### config.mk
export PLATFORM = sky130hd
export DESIGN_NAME = uart_rx_sample_timer
export DESIGN_NICKNAME = d
export VERILOG_FILES = /design/src/rtl/uart_rx_sample_timer_pkg.sv /design/src/rtl/uart_rx_sample_timer_majority3.sv /design/src/rtl/uart_rx_sample_timer.sv
export SDC_FILE = /design/constraint.sdc
export NUM_CORES = 1
export LEC_CHECK = 0
export ABC_AREA = 1
export CORE_AREA = 3 3 63 65
export DETAILED_ROUTE_END_ITERATION = 12
export DIE_AREA = 0 0 66 68
export GPL_TIMING_DRIVEN = 0
export PLACE_DENSITY = 0.83
export SYNTH_ARGS = -nofsm -noshare
export SYNTH_HDL_FRONTEND = slang
export SYNTH_SLANG_ARGS = --single-unit
### constraint.sdc
create_clock -name CLK -period 3.2 [get_ports CLK]
set_input_delay 0.64 -clock CLK [delete_from_list [all_inputs] [get_ports CLK]]
set_output_delay 0.64 -clock CLK [all_outputs]
set_load 0.02 [all_outputs]
### src/rtl/uart_rx_sample_timer_pkg.sv
`default_nettype none
// ============================================================================
// Module      : uart_rx_pkg
// Description : Shared types and constants for the UART RX sample timer.
// Revision    : 1.0 - initial release
// ============================================================================
package uart_rx_pkg;

    localparam int DEF_PRESCALE_W = 6;
    localparam int DEF_BIT_CNT_W  = 4;

    localparam int MIN_PRESCALE  = 4;
    localparam int MIN_FRAME_LEN = 2;

    typedef enum logic [0:0] {
        IDLE = 1'b0,
        RUN  = 1'b1
    } rx_state_t;

endpackage : uart_rx_pkg
`default_nettype wire

### src/rtl/uart_rx_sample_timer_majority3.sv
`default_nettype none
// ============================================================================
// Module      : uart_rx_majority3
// Description : Three-sample capture register with majority and disagree
//               decode over the two held samples plus the live input.
// Revision    : 1.0 - initial release
// ============================================================================
module uart_rx_majority3 (
    input  logic CLK,
    input  logic RST,
    input  logic clear,
    input  logic capture,
    input  logic rx_in,
    output logic maj,
    output logic disagree
);

    logic [2:0] r_samples;
    logic [2:0] w_window;

    always_ff @(posedge CLK or negedge RST) begin
        if (!RST) begin
            r_samples <= 3'b000;
        end else if (clear) begin
            r_samples <= 3'b000;
        end else if (capture) begin
            r_samples <= {r_samples[1:0], rx_in};
        end
    end

    // Decoding the live input lets the result be registered on the third capture itself.
    assign w_window = {r_samples[1:0], rx_in};
    assign maj      = (w_window[2] & w_window[1]) |
                      (w_window[2] & w_window[0]) |
                      (w_window[1] & w_window[0]);
    assign disagree = (|w_window) & ~(&w_window);

endmodule : uart_rx_majority3
`default_nettype wire

### src/rtl/uart_rx_sample_timer.sv
`default_nettype none
// ============================================================================
// Module      : uart_rx_sample_timer
// Description : UART RX timing engine - edge/bit counters, frame control and
//               three-point majority sampling around bit centre.
// Revision    : 1.0 - initial release
// ============================================================================
module uart_rx_sample_timer
    import uart_rx_pkg::*;
#(
    parameter int PRESCALE_W = DEF_PRESCALE_W,
    parameter int BIT_CNT_W  = DEF_BIT_CNT_W
) (
    input  logic                  CLK,
    input  logic                  RST,
    input  logic                  start,
    input  logic                  abort,
    input  logic                  enable,
    input  logic [PRESCALE_W-1:0] prescale,
    input  logic [BIT_CNT_W-1:0]  frame_len,
    input  logic                  rx_in,
    output logic [PRESCALE_W-1:0] edge_cnt,
    output logic [BIT_CNT_W-1:0]  bit_cnt,
    output logic                  busy,
    output logic                  sample_valid,
    output logic                  sampled_bit,
    output logic                  noise_err,
    output logic                  bit_done,
    output logic                  frame_done,
    output logic                  cfg_err
);

    localparam logic [PRESCALE_W-1:0] c_edge_one     = PRESCALE_W'(1);
    localparam logic [BIT_CNT_W-1:0]  c_bit_one      = BIT_CNT_W'(1);
    localparam logic [PRESCALE_W-1:0] c_min_prescale = PRESCALE_W'(MIN_PRESCALE);
    localparam logic [BIT_CNT_W-1:0]  c_min_frame    = BIT_CNT_W'(MIN_FRAME_LEN);

    rx_state_t               r_state;
    rx_state_t               w_state_nxt;
    logic [PRESCALE_W-1:0]   r_edge_cnt,     w_edge_nxt;
    logic [BIT_CNT_W-1:0]    r_bit_cnt,      w_bit_nxt;
    logic [PRESCALE_W-1:0]   r_prescale_q,   w_prescale_nxt;
    logic [BIT_CNT_W-1:0]    r_frame_len_q,  w_frame_len_nxt;
    logic                    r_sample_valid, w_sample_valid_nxt;
    logic                    r_sampled_bit,  w_sampled_bit_nxt;
    logic                    r_noise_err,    w_noise_err_nxt;
    logic                    r_bit_done,     w_bit_done_nxt;
    logic                    r_frame_done,   w_frame_done_nxt;
    logic                    r_cfg_err,      w_cfg_err_nxt;

    logic [PRESCALE_W-1:0]   w_half;
    logic                    w_in_window;
    logic                    w_third;
    logic                    w_last_edge;
    logic                    w_last_bit;
    logic                    w_cfg_legal;
    logic                    w_capture;
    logic                    w_sample_clear;
    logic                    w_maj;
    logic                    w_disagree;

    assign w_half      = r_prescale_q >> 1;
    assign w_third     = (r_edge_cnt == (w_half + c_edge_one));
    assign w_in_window = (r_edge_cnt == (w_half - c_edge_one)) ||
                         (r_edge_cnt == w_half) || w_third;
    assign w_last_edge = (r_edge_cnt == (r_prescale_q - c_edge_one));
    assign w_last_bit  = (r_bit_cnt == (r_frame_len_q - c_bit_one));
    assign w_cfg_legal = (prescale >= c_min_prescale) && (frame_len >= c_min_frame);
    assign w_capture   = (r_state == RUN) && enable && !abort && w_in_window;

    uart_rx_majority3 u_majority3 (
        .CLK      (CLK),
        .RST      (RST),
        .clear    (w_sample_clear),
        .capture  (w_capture),
        .rx_in    (rx_in),
        .maj      (w_maj),
        .disagree (w_disagree)
    );

    always_ff @(posedge CLK or negedge RST) begin
        if (!RST) begin
            r_state <= IDLE;
        end else begin
            r_state <= w_state_nxt;
        end
    end

    always_comb begin
        w_state_nxt        = r_state;
        w_edge_nxt         = r_edge_cnt;
        w_bit_nxt          = r_bit_cnt;
        w_prescale_nxt     = r_prescale_q;
        w_frame_len_nxt    = r_frame_len_q;
        w_sample_valid_nxt = 1'b0;
        w_sampled_bit_nxt  = r_sampled_bit;
        w_noise_err_nxt    = r_noise_err;
        w_bit_done_nxt     = 1'b0;
        w_frame_done_nxt   = 1'b0;
        w_cfg_err_nxt      = r_cfg_err;
        w_sample_clear     = 1'b0;

        if (abort) begin
            w_state_nxt    = IDLE;
            w_edge_nxt     = '0;
            w_bit_nxt      = '0;
            w_sample_clear = 1'b1;
        end else begin
            case (r_state)
                IDLE: begin
                    w_edge_nxt = '0;
                    w_bit_nxt  = '0;
                    if (start) begin
                        if (w_cfg_legal) begin
                            w_state_nxt     = RUN;
                            w_prescale_nxt  = prescale;
                            w_frame_len_nxt = frame_len;
                            w_noise_err_nxt = 1'b0;
                            w_cfg_err_nxt   = 1'b0;
                            w_sample_clear  = 1'b1;
                        end else begin
                            w_cfg_err_nxt = 1'b1;
                        end
                    end
                end
                RUN: begin
                    // enable low leaves every counter and strobe at its default hold
                    if (enable) begin
                        if (w_third) begin
                            w_sample_valid_nxt = 1'b1;
                            w_sampled_bit_nxt  = w_maj;
                            if (w_disagree) begin
                                w_noise_err_nxt = 1'b1;
                            end
                        end
                        if (w_last_edge) begin
                            w_edge_nxt     = '0;
                            w_bit_done_nxt = 1'b1;
                            if (w_last_bit) begin
                                w_frame_done_nxt = 1'b1;
                                w_bit_nxt        = '0;
                                w_state_nxt      = IDLE;
                            end else begin
                                w_bit_nxt = r_bit_cnt + c_bit_one;
                            end
                        end else begin
                            w_edge_nxt = r_edge_cnt + c_edge_one;
                        end
                    end
                end
                default: begin
                    w_state_nxt = IDLE;
                    w_edge_nxt  = '0;
                    w_bit_nxt   = '0;
                end
            endcase
        end
    end

    always_ff @(posedge CLK or negedge RST) begin
        if (!RST) begin
            r_edge_cnt     <= '0;
            r_bit_cnt      <= '0;
            r_prescale_q   <= '0;
            r_frame_len_q  <= '0;
            r_sample_valid <= 1'b0;
            r_sampled_bit  <= 1'b0;
            r_noise_err    <= 1'b0;
            r_bit_done     <= 1'b0;
            r_frame_done   <= 1'b0;
            r_cfg_err      <= 1'b0;
        end else begin
            r_edge_cnt     <= w_edge_nxt;
            r_bit_cnt      <= w_bit_nxt;
            r_prescale_q   <= w_prescale_nxt;
            r_frame_len_q  <= w_frame_len_nxt;
            r_sample_valid <= w_sample_valid_nxt;
            r_sampled_bit  <= w_sampled_bit_nxt;
            r_noise_err    <= w_noise_err_nxt;
            r_bit_done     <= w_bit_done_nxt;
            r_frame_done   <= w_frame_done_nxt;
            r_cfg_err      <= w_cfg_err_nxt;
        end
    end

    assign edge_cnt     = r_edge_cnt;
    assign bit_cnt      = r_bit_cnt;
    assign busy         = (r_state == RUN);
    assign sample_valid = r_sample_valid;
    assign sampled_bit  = r_sampled_bit;
    assign noise_err    = r_noise_err;
    assign bit_done     = r_bit_done;
    assign frame_done   = r_frame_done;
    assign cfg_err      = r_cfg_err;

endmodule : uart_rx_sample_timer
`default_nettype wire

Word-level counts from Yosys, hierarchy flattened:

Index checks and enable logic that the tools add are counted.

* div/mod/pow operators: 0
* equality and inequality tests: 12
* $mul: 0
* order comparisons: 2
* reductions and logical operators: 15
* mux-type cells: 40
* bitwise logic cells: 9
* add/subtract/negate cells: 6
* shifts and indexed selects: 0

Operator list (number)
* 2-to-1 mux 1 bit: 27
* == test 6 bit: 3
* 2-to-1 mux 6 bit: 3
* 2-to-1 mux 4 bit: 4
* one-hot mux 6 bit (2 select lines): 1
* one-hot mux 4 bit (2 select lines): 1
* AND reduction 4 bit: 2
* adder 5 x 1 -> 6 bit, second input constant: 1
* adder 6 x 1 -> 6 bit, second input constant: 1
* == test 6 x 5 -> 1 bit: 1
* >= comparator 6 x 3 -> 1 bit, second input constant: 1
* != test 2 bit, second input constant: 3
* AND reduction 3 bit: 2
* AND reduction 6 bit: 1
* subtractor 5 x 1 -> 6 bit, second input constant: 1
* subtractor 6 x 1 -> 6 bit, second input constant: 1
* adder 4 x 1 -> 4 bit, second input constant: 1
* bitwise AND 1 bit: 4
* == test 4 bit: 1
* >= comparator 4 x 2 -> 1 bit, second input constant: 1
* logical AND 1 bit: 4
* 2-to-1 mux 2 bit: 2
* != test 2 x 1 -> 1 bit, second input constant: 2
* one-hot mux 1 bit (2 select lines): 2
* other kinds (10): 14

* bits in latches: 0
* memories kept: 0
* ROM bits: 0
* logic and storage cells: 96
* bits in writable memories: 0
* register bits: 29
* output and inout port bits: 17
* bits of input ports: 16

Depth between registers and ports, before layout:

Gate-level depths: netlist of the first run.

* depth in word-level cells: 7
* gate-level depth with buffers: 14
* mapped depth without buffers: 13

Cells and area by module:

Synthesis of the first run repeated with hierarchy kept, for this count alone.

* cell total of the unflattened synthesis: 284
* area total of the unflattened synthesis: 1985.7 um^2

By module, submodules not included
* uart_rx_sample_timer: instances 1, area an instance 1871.8 um^2, cells each 267
* uart_rx_majority3: instances 1, area an instance 113.9 um^2, cells each 17

Least setup slack after synthesis of the first run:

Ideal clock, no wire load.

* kind: reg2reg
* from: reg r_prescale_q[2]
* to: reg r_edge_cnt[2], in the netlist edge_cnt[2]
* buffers on the path: 1
* library setup time: 0.120 ns
* period minus slack after synthesis: 1.686 ns
* arrival: 1.566 ns
* cell stages (with the launch flop): 13
* path slack: 1.514 ns
* cell sequence: dfrtp_1 clkbuf_2 inv_1 ha_1 nand2_1 nor2_2 nand3_1 nand2_1 nand2_1 nor2_2 nand2_2 nand2_4 nor2_1

* cells in the longest elaborated chain, start to end: 6

Ends and longest elaborated chain
* start, declared: line uart_rx_sample_timer.sv:42 `logic [PRESCALE_W-1:0] r_prescale_q, w_prescale_nxt;`
* start signal, assigned: line uart_rx_sample_timer.sv:175 `r_prescale_q <= w_prescale_nxt;`
* subtractor 6 x 1 -> 6 bit: line uart_rx_sample_timer.sv:66 `assign w_last_edge = (r_edge_cnt == (r_prescale_q - c_edge_one));`
* == test 6 bit: line uart_rx_sample_timer.sv:66
* 2-to-1 mux 6 bit: line uart_rx_sample_timer.sv:136 `if (w_last_edge) begin`
* 2-to-1 mux 6 bit: line uart_rx_sample_timer.sv:128 `if (enable) begin`
* one-hot mux 6 bit (2 select lines): line uart_rx_sample_timer.sv:109 `case (r_state)`
* 2-to-1 mux 6 bit: line uart_rx_sample_timer.sv:103 `if (abort) begin`
* end signal, assigned: line uart_rx_sample_timer.sv:173 `r_edge_cnt <= w_edge_nxt;`
* end, declared: line uart_rx_sample_timer.sv:40 `logic [PRESCALE_W-1:0] r_edge_cnt, w_edge_nxt;`

Every way passes these cells. The select of a mux whose other input is x is not followed.
A chain may end at the register's enable or synchronous reset.

Worst setup path after layout of the first run:

* from: reg r_edge_cnt[1], in the netlist edge_cnt[1]
* to: out edge_cnt[1]

RTL lines
* end, declared: line uart_rx_sample_timer.sv:22 `output logic [PRESCALE_W-1:0] edge_cnt,`

No word-level cell between the ends.

==> results of run 1 <==
==> final cells by class <==
cell class                      count  area (µm²)
Buffer                              4        18.8
Clock buffer                        7        65.1
Clock inverter                      1        5.00
Fill cell                         274         968
Inverter                           37         139
Multi-Input combinational cell    229        1090
Sequential cell                    29         726
Tap cell                           46        57.6
Timing Repair Buffer               32         315
==> per-stage QoR <==
| stage | setup slack (ns) | cells | cell area, µm² |
|---|---|---|---|
| after floorplan | 1.51 | 299 | 1980 |
| after global placement | 0.929 | 377 | 2360 |
| after detailed placement | 0.889 | 377 | 2360 |
| after CTS | 1.03 | 385 | 2430 |
| after global routing | 0.936 | 385 | 2420 |
| final | 1.04 | 385 | 2420 |
==> placed cells by master (no fill, tap or decap) <==
master and count:
o21bai_1 1, nor2_2 3, o21a_1 1, buf_2 3
xor2_1 7, nand3_1 18, xnor2_1 6, clkbuf_8 2
nand4_1 4, clkbuf_4 5, nand2_1 107, clkdlybuf4s50_1 31
o21ai_0 14, nand2_2 1, nand2_4 1, clkbuf_2 1
nor3_1 4, ha_1 7, inv_1 36, clkbuf_1 1
clkinv_2 1, a21oi_1 8, nor2_1 41, dfrtp_1 29
or2_2 3, nand3b_1 2, inv_2 1, o31ai_1 1
==> sequential cells by signal, indices dropped and copies added (netlist names) <==
signal and cells:
edge_cnt 6, r_prescale_q 6, bit_cnt 4, r_frame_len_q 4
u_majority3.r_samples 2, bit_done 1, busy 1, cfg_err 1
frame_done 1, noise_err 1, sample_valid 1, sampled_bit 1
==> kinds of logic (layout without fill, tap and decap cells) <==
logic type	Yosys count	after routing	share of synthesized area, %
adders and majority gates	7	7	4.43
xor gates and xnor gates	13	13	5.76
buffers and inverters	41	81	7.97
and+or+nand+nor	184	184	38.5
DFF	29	29	36.7
AOI/OAI and AO/OA	25	25	6.71
==> worst paths after layout <==
check	slack, ns	end	from
worst max-delay path	1.04	edge_cnt[1]	edge_cnt[1]
worst min-delay path	0.32	sampled_bit	RST
worst max register to register	1.19	u_majority3.r_samples[0]	r_prescale_q[2]
worst min register to register	0.52	r_frame_len_q[3]	r_frame_len_q[3]
max in group asynchronous	2.44	r_frame_len_q[2]	RST
min in group CLK	0.52	r_frame_len_q[3]	r_frame_len_q[3]
==> metal layers <==
| metal | routed length [µm] | up-vias | global-route usage [%] |
|---|---|---|---|
| met5 | 0 | - | 0 |
| met4 | 43 | 0 | 7.11 |
| met3 | 252 | 6 | 5.25 |
| met2 | 2400 | 50 | 41.8 |
| met1 | 1960 | 878 | 29.1 |
| li1 | - | 1006 | - |
==> power groups by stage <==
stage / Combinational [mW] / Clock [mW] / Sequential, mW
after floorplan: 0.337 / 0 / 0.487
after global placement: 0.496 / 0 / 0.473
after CTS: 0.511 / 0.265 / 0.467
after detailed placement: 0.506 / 0 / 0.474
after global routing: 0.579 / 0.285 / 0.475
final: 0.506 / 0.260 / 0.468
==> results.json, run 1 <==
{
  "run_status": "finished, final reports clean",
  "first_global_vias": 1821,
  "drc": 0,
  "synth_edf_count": 0,
  "grt_pass1_wl_mm": 8.00,
  "synth_top_cell_area_share_pct": 36.7,
  "end_kind": "output port",
  "final.setup_skew_ns": 0.0125,
  "setup_tns_ns": 0,
  "fin_crit_sh_pct": 67.4,
  "synthArstFlopShare_pct": 100,
  "crit_chain": "clkdlybuf4s50_1",
  "insertion_delay_ns": 0.34,
  "powerDensity_nw_per_um2": 509,
  "slew_headroom_pct": 55.9,
  "fin_crit_ns": 2.16,
  "syn-cell-area_um2": 1980,
  "pwr-share-clk_pct": 21.0,
  "crit_family": "buffers and inverters",
  "coreArea_um2": 3390,
  "die_width_um": 66,
  "report.final.slew_viol_count": 0,
  "cts_setup_buffers": 0,
  "area_delta_synth_final_pct": 22.4,
  "reg2regPathDepth": 13,
  "dpl.hpwl_mm": 3.55,
  "final_util_pct": 71.4,
  "p_sw_mw": 0.483,
  "syn_area_per_cell_um2": 6.62,
  "leakage_nw": 1.20,
  "grt_usage_pct": 23.7,
  "antenna_found_initial": 0,
  "gp_congestion": 0.873,
  "dieArea_um2": 4490,
  "hp-class": "input port to async pin",
  "ys_ff_latch": 29,
  "fmax_ghz": 0.464,
  "cp_max_fo": 9,
  "cts_buffers": 5,
  "root_buffer": "clkbuf_4",
  "peakVddDrop_uv": 335,
  "drtPass1Iterations": 4,
  "yosys-top-cells-area": "dfrtp_1 (37%), nand2_1 (20%), nor2_1 (7.8%)",
  "worst-path-stages": 1,
  "rows": 21,
  "io_pins": 33,
  "wl_per_cell_um": 12.1,
  "synth_nets": 322,
  "yosys_warnings": 0,
  "setup_viol": 0,
  "cts_hold_buf": 0,
  "hold_viol": 0,
  "combPwrFrac_pct": 41.0,
  "synth_cell_type_count": 24,
  "p_sw_share_pct": 39.2,
  "h-tree-depth": 2,
  "clockBufferDepth": 2,
  "via_per_inst": 5.04,
  "numClockSinks": 29,
  "critPathSlowestCell": "clkdlybuf4s50_1",
  "synthCells": 299,
  "crit_path_max_incr_delay_ns": 0.66,
  "worst_pin_slew_ns": 0.661,
  "cts_tree": "built",
  "share_seq_of_total_power_pct": 37.9,
  "grt_remaining_overflow": 0,
  "critPathBufInv": 1,
  "synth_most_common_cell": "nand2_1",
  "yosys.area.top_type": "dfrtp_1",
  "num_antenna_cells": 0,
  "routed-via-count": 1940,
  "synth_top_cells_by_count": "nand2_1 (107), nor2_1 (41), inv_1 (36)",
  "drtIter0Drc": 177,
  "drive_above_1_share_pct": 6.19,
  "critPathKind": "flop to output port",
  "ys.flop_type": "dfrtp_1",
  "total_power_mw": 1.23,
  "port-buffer-count": 32,
  "hold_slack_ns": 0.316,
  "crit_arrival_ns": 1.52,
  "maxCapViolations": 0,
  "routed_wl_mm": 4.65,
  "worstPathRequired_ns": 2.56,
  "ant_nets": 0,
  "grt_max_degree": 30,
  "die_y_um": 68,
  "intPower_mw": 0.750,
  "ys_seq_area_share_pct": 36.7,
  "rsz0062_at_grt": "false",
  "fin_nets": 361,
  "initial_core_util_pct": 58.4,
  "post_cts_resized": 0,
  "cts.clk_slew.worst_paths_ns": 0.10,
  "start_kind": "flop"
}
No activity file was read; power rests on OpenSTA's default activity.
==> run 2, diff against run 1 <==
--- a/config.mk
+++ b/config.mk
@@ -6,11 +6,11 @@
 export NUM_CORES = 1
 export LEC_CHECK = 0
 export ABC_AREA = 1
-export CORE_AREA = 3 3 63 65
+export CORE_AREA = 3 3 66 68
 export DETAILED_ROUTE_END_ITERATION = 12
-export DIE_AREA = 0 0 66 68
+export DIE_AREA = 0 0 69 71
 export GPL_TIMING_DRIVEN = 0
-export PLACE_DENSITY = 0.83
+export PLACE_DENSITY = 0.77
 export SYNTH_ARGS = -nofsm -noshare
 export SYNTH_HDL_FRONTEND = slang
 export SYNTH_SLANG_ARGS = --single-unit
==> constraint.sdc (replaced) <==
create_clock -name CLK -period 2.2 [get_ports CLK]
set_input_delay 0.44 -clock CLK [delete_from_list [all_inputs] [get_ports CLK]]
set_output_delay 0.44 -clock CLK [all_outputs]
set_load 0.02 [all_outputs]
==> results.json, run 2 (synthesis results as in run 1) <==
{
  "layoutNonFillerInstCount": 388,
  "rows": 23,
  "io_pins": 33,
  "cp_max_fo": 8,
  "start_kind": "flop",
  "root_buffer": "clkbuf_8",
  "first_global_vias": 1910,
  "powerDensity_nw_per_um2": 764,
  "coreArea_um2": 3910,
  "maxCapViolations": 0,
  "slew_headroom_pct": 55.3,
  "cts_hold_buf": 0,
  "clockBufferDepth": 2,
  "fin_crit_sh_pct": 90.4,
  "drive_above_1_share_pct": 6.21,
  "final_common_cell": "nand2_1",
  "num_antenna_cells": 0,
  "numClockSinks": 29,
  "via_per_inst": 5.07,
  "critPathKind": "flop to flop",
  "routed-via-count": 1968,
  "share_seq_of_total_power_pct": 36.5,
  "fmax_ghz": 0.503,
  "grt_max_degree": 30,
  "critPathSlowestCell": "dfrtp_1",
  "critPathLaunch": "r_prescale_q[2]",
  "total_power_mw": 1.87,
  "crit_chain": "clkbuf_2, inv_1, ha_2, nand2_1, nor2_2, nand3_1, nand2_1, nand2_1, nor2_2, nand2_2, nand2_4, nand2_1, nand2_1",
  "h-tree-depth": 2,
  "end_kind": "flop",
  "rr_endpoint": "bit_cnt[3]",
  "area_delta_synth_final_pct": 23.8,
  "cp_common_cell": "nand2_1",
  "insertion_delay_ns": 0.28,
  "cts_buffers": 5,
  "r2r-start": "r_prescale_q[2]",
  "dpl.hpwl_mm": 3.63,
  "peakVddDrop_uv": 481,
  "critPathBufInv": 2,
  "final_util_pct": 62.6,
  "dieArea_um2": 4900,
  "grt_usage_pct": 21.0,
  "post_cts_resized": 0,
  "fin_nets": 361,
  "hp-class": "input port to async pin",
  "crit_path_max_incr_delay_ns": 0.38,
  "cts_tree": "built",
  "crit_family": "simple AND/OR/NAND/NOR gates",
  "antenna_found_initial": 0,
  "gp_congestion": 0.867,
  "rsz0062_at_grt": "false",
  "grt_pass1_wl_mm": 8.27,
  "ff2ff_setup_slack_ns": 0.21,
  "grt_remaining_overflow": 0,
  "reg2regPathDepth": 13,
  "p_sw_share_pct": 38.2,
  "drtPass1Iterations": 4,
  "worst_pin_slew_ns": 0.671,
  "cts_setup_buffers": 0,
  "intPower_mw": 1.16,
  "routed_wl_mm": 4.77,
  "initial_core_util_pct": 50.5,
  "ant_nets": 0,
  "pwr-share-clk_pct": 23.7,
  "die_y_um": 71,
  "report.final.slew_viol_count": 0,
  "dp.cells": 381,
  "combPwrFrac_pct": 39.8,
  "crit_arrival_ns": 2.21,
  "setup_tns_ns": 0,
  "die_width_um": 69,
  "fin_crit_ns": 1.99,
  "drc": 0,
  "cts.clk_slew.worst_paths_ns": 0.06,
  "port-buffer-count": 32,
  "drtIter0Drc": 140,
  "leakage_nw": 1.21,
  "hold_slack_ns": 0.193,
  "wl_per_cell_um": 12.3,
  "p_sw_mw": 0.715,
  "final.setup_skew_ns": 0.00151,
  "setup_viol": 0,
  "final_cell_mix": "nand2_1 (107), nor2_1 (41), inv_1 (36)",
  "hold_viol": 0,
  "run_status": "finished, final reports clean",
  "worstPathRequired_ns": 2.42
}
run 2: worst max path at each step:
stage | endpoint | cells after the start | slack [ns]
floorplan | edge_cnt[2] | 12 | 0.51
global placement | r_prescale_q[1] | 6 | 0.14
detailed placement | r_frame_len_q[1] | 6 | 0.08
CTS | bit_cnt[3] | 13 | 0.20
global route | bit_cnt[0] | 13 | 0.02
finish | bit_cnt[3] | 13 | 0.21
run 2: per-layer routing:
layer	global-route usage, %	wire length (µm)	vias up
met1	24.9	2060	904
met5	0	0	-
met3	3.69	188	13
met2	36.7	2390	44
li1	-	-	1007
met4	10.4	128	0
run 2: metrics by stage:
stage,setup slack (ns),cell area [µm²]
2_1_floorplan,0.514,1980
5_1_grt,0.0178,2450
6_report,0.211,2450
3_5_place_dp,0.0833,2360
3_3_place_gp,0.136,2360
4_1_cts,0.200,2450
run 2: layout make-up:
| class | count | area (µm²) |
|---|---|---|
| plain buffers | 4 | 18.8 |
| well taps | 50 | 62.6 |
| multi-input cells | 229 | 1100 |
| fillers | 393 | 1460 |
| repair buffers | 32 | 315 |
| flip-flops and latches | 29 | 726 |
| inverters | 37 | 139 |
| clock buffers | 7 | 86.3 |
run 2: worst reg2reg max path: stages (launching register included):
cell      delay (ns)
dfrtp_1         0.38
clkbuf_2        0.17
inv_1           0.17
ha_2            0.24
nand2_1         0.07
nor2_2          0.15
nand3_1         0.09
nand2_1         0.07
nand2_1         0.07
nor2_2          0.15
nand2_2         0.13
nand2_4         0.13
nand2_1         0.07
nand2_1         0.06
run 2: power groups by stage:
| stage | Sequential, mW | Clock, mW | Combinational (mW) |
|---|---|---|---|
| detailed placement | 0.690 | 0 | 0.741 |
| global route | 0.695 | 0.478 | 0.853 |
| CTS | 0.682 | 0.459 | 0.744 |
| global placement | 0.688 | 0 | 0.719 |
| finish | 0.683 | 0.443 | 0.746 |
| floorplan | 0.708 | 0 | 0.490 |
==> run 3, diff against run 2 <==
--- a/config.mk
+++ b/config.mk
@@ -11,6 +11,7 @@
 export DIE_AREA = 0 0 69 71
 export GPL_TIMING_DRIVEN = 0
 export PLACE_DENSITY = 0.77
+export SKIP_CTS_REPAIR_TIMING = 1
 export SYNTH_ARGS = -nofsm -noshare
 export SYNTH_HDL_FRONTEND = slang
 export SYNTH_SLANG_ARGS = --single-unit
==> results of run 3 <==
No change in the layout: final DEF, timing and power equal those of run 2.
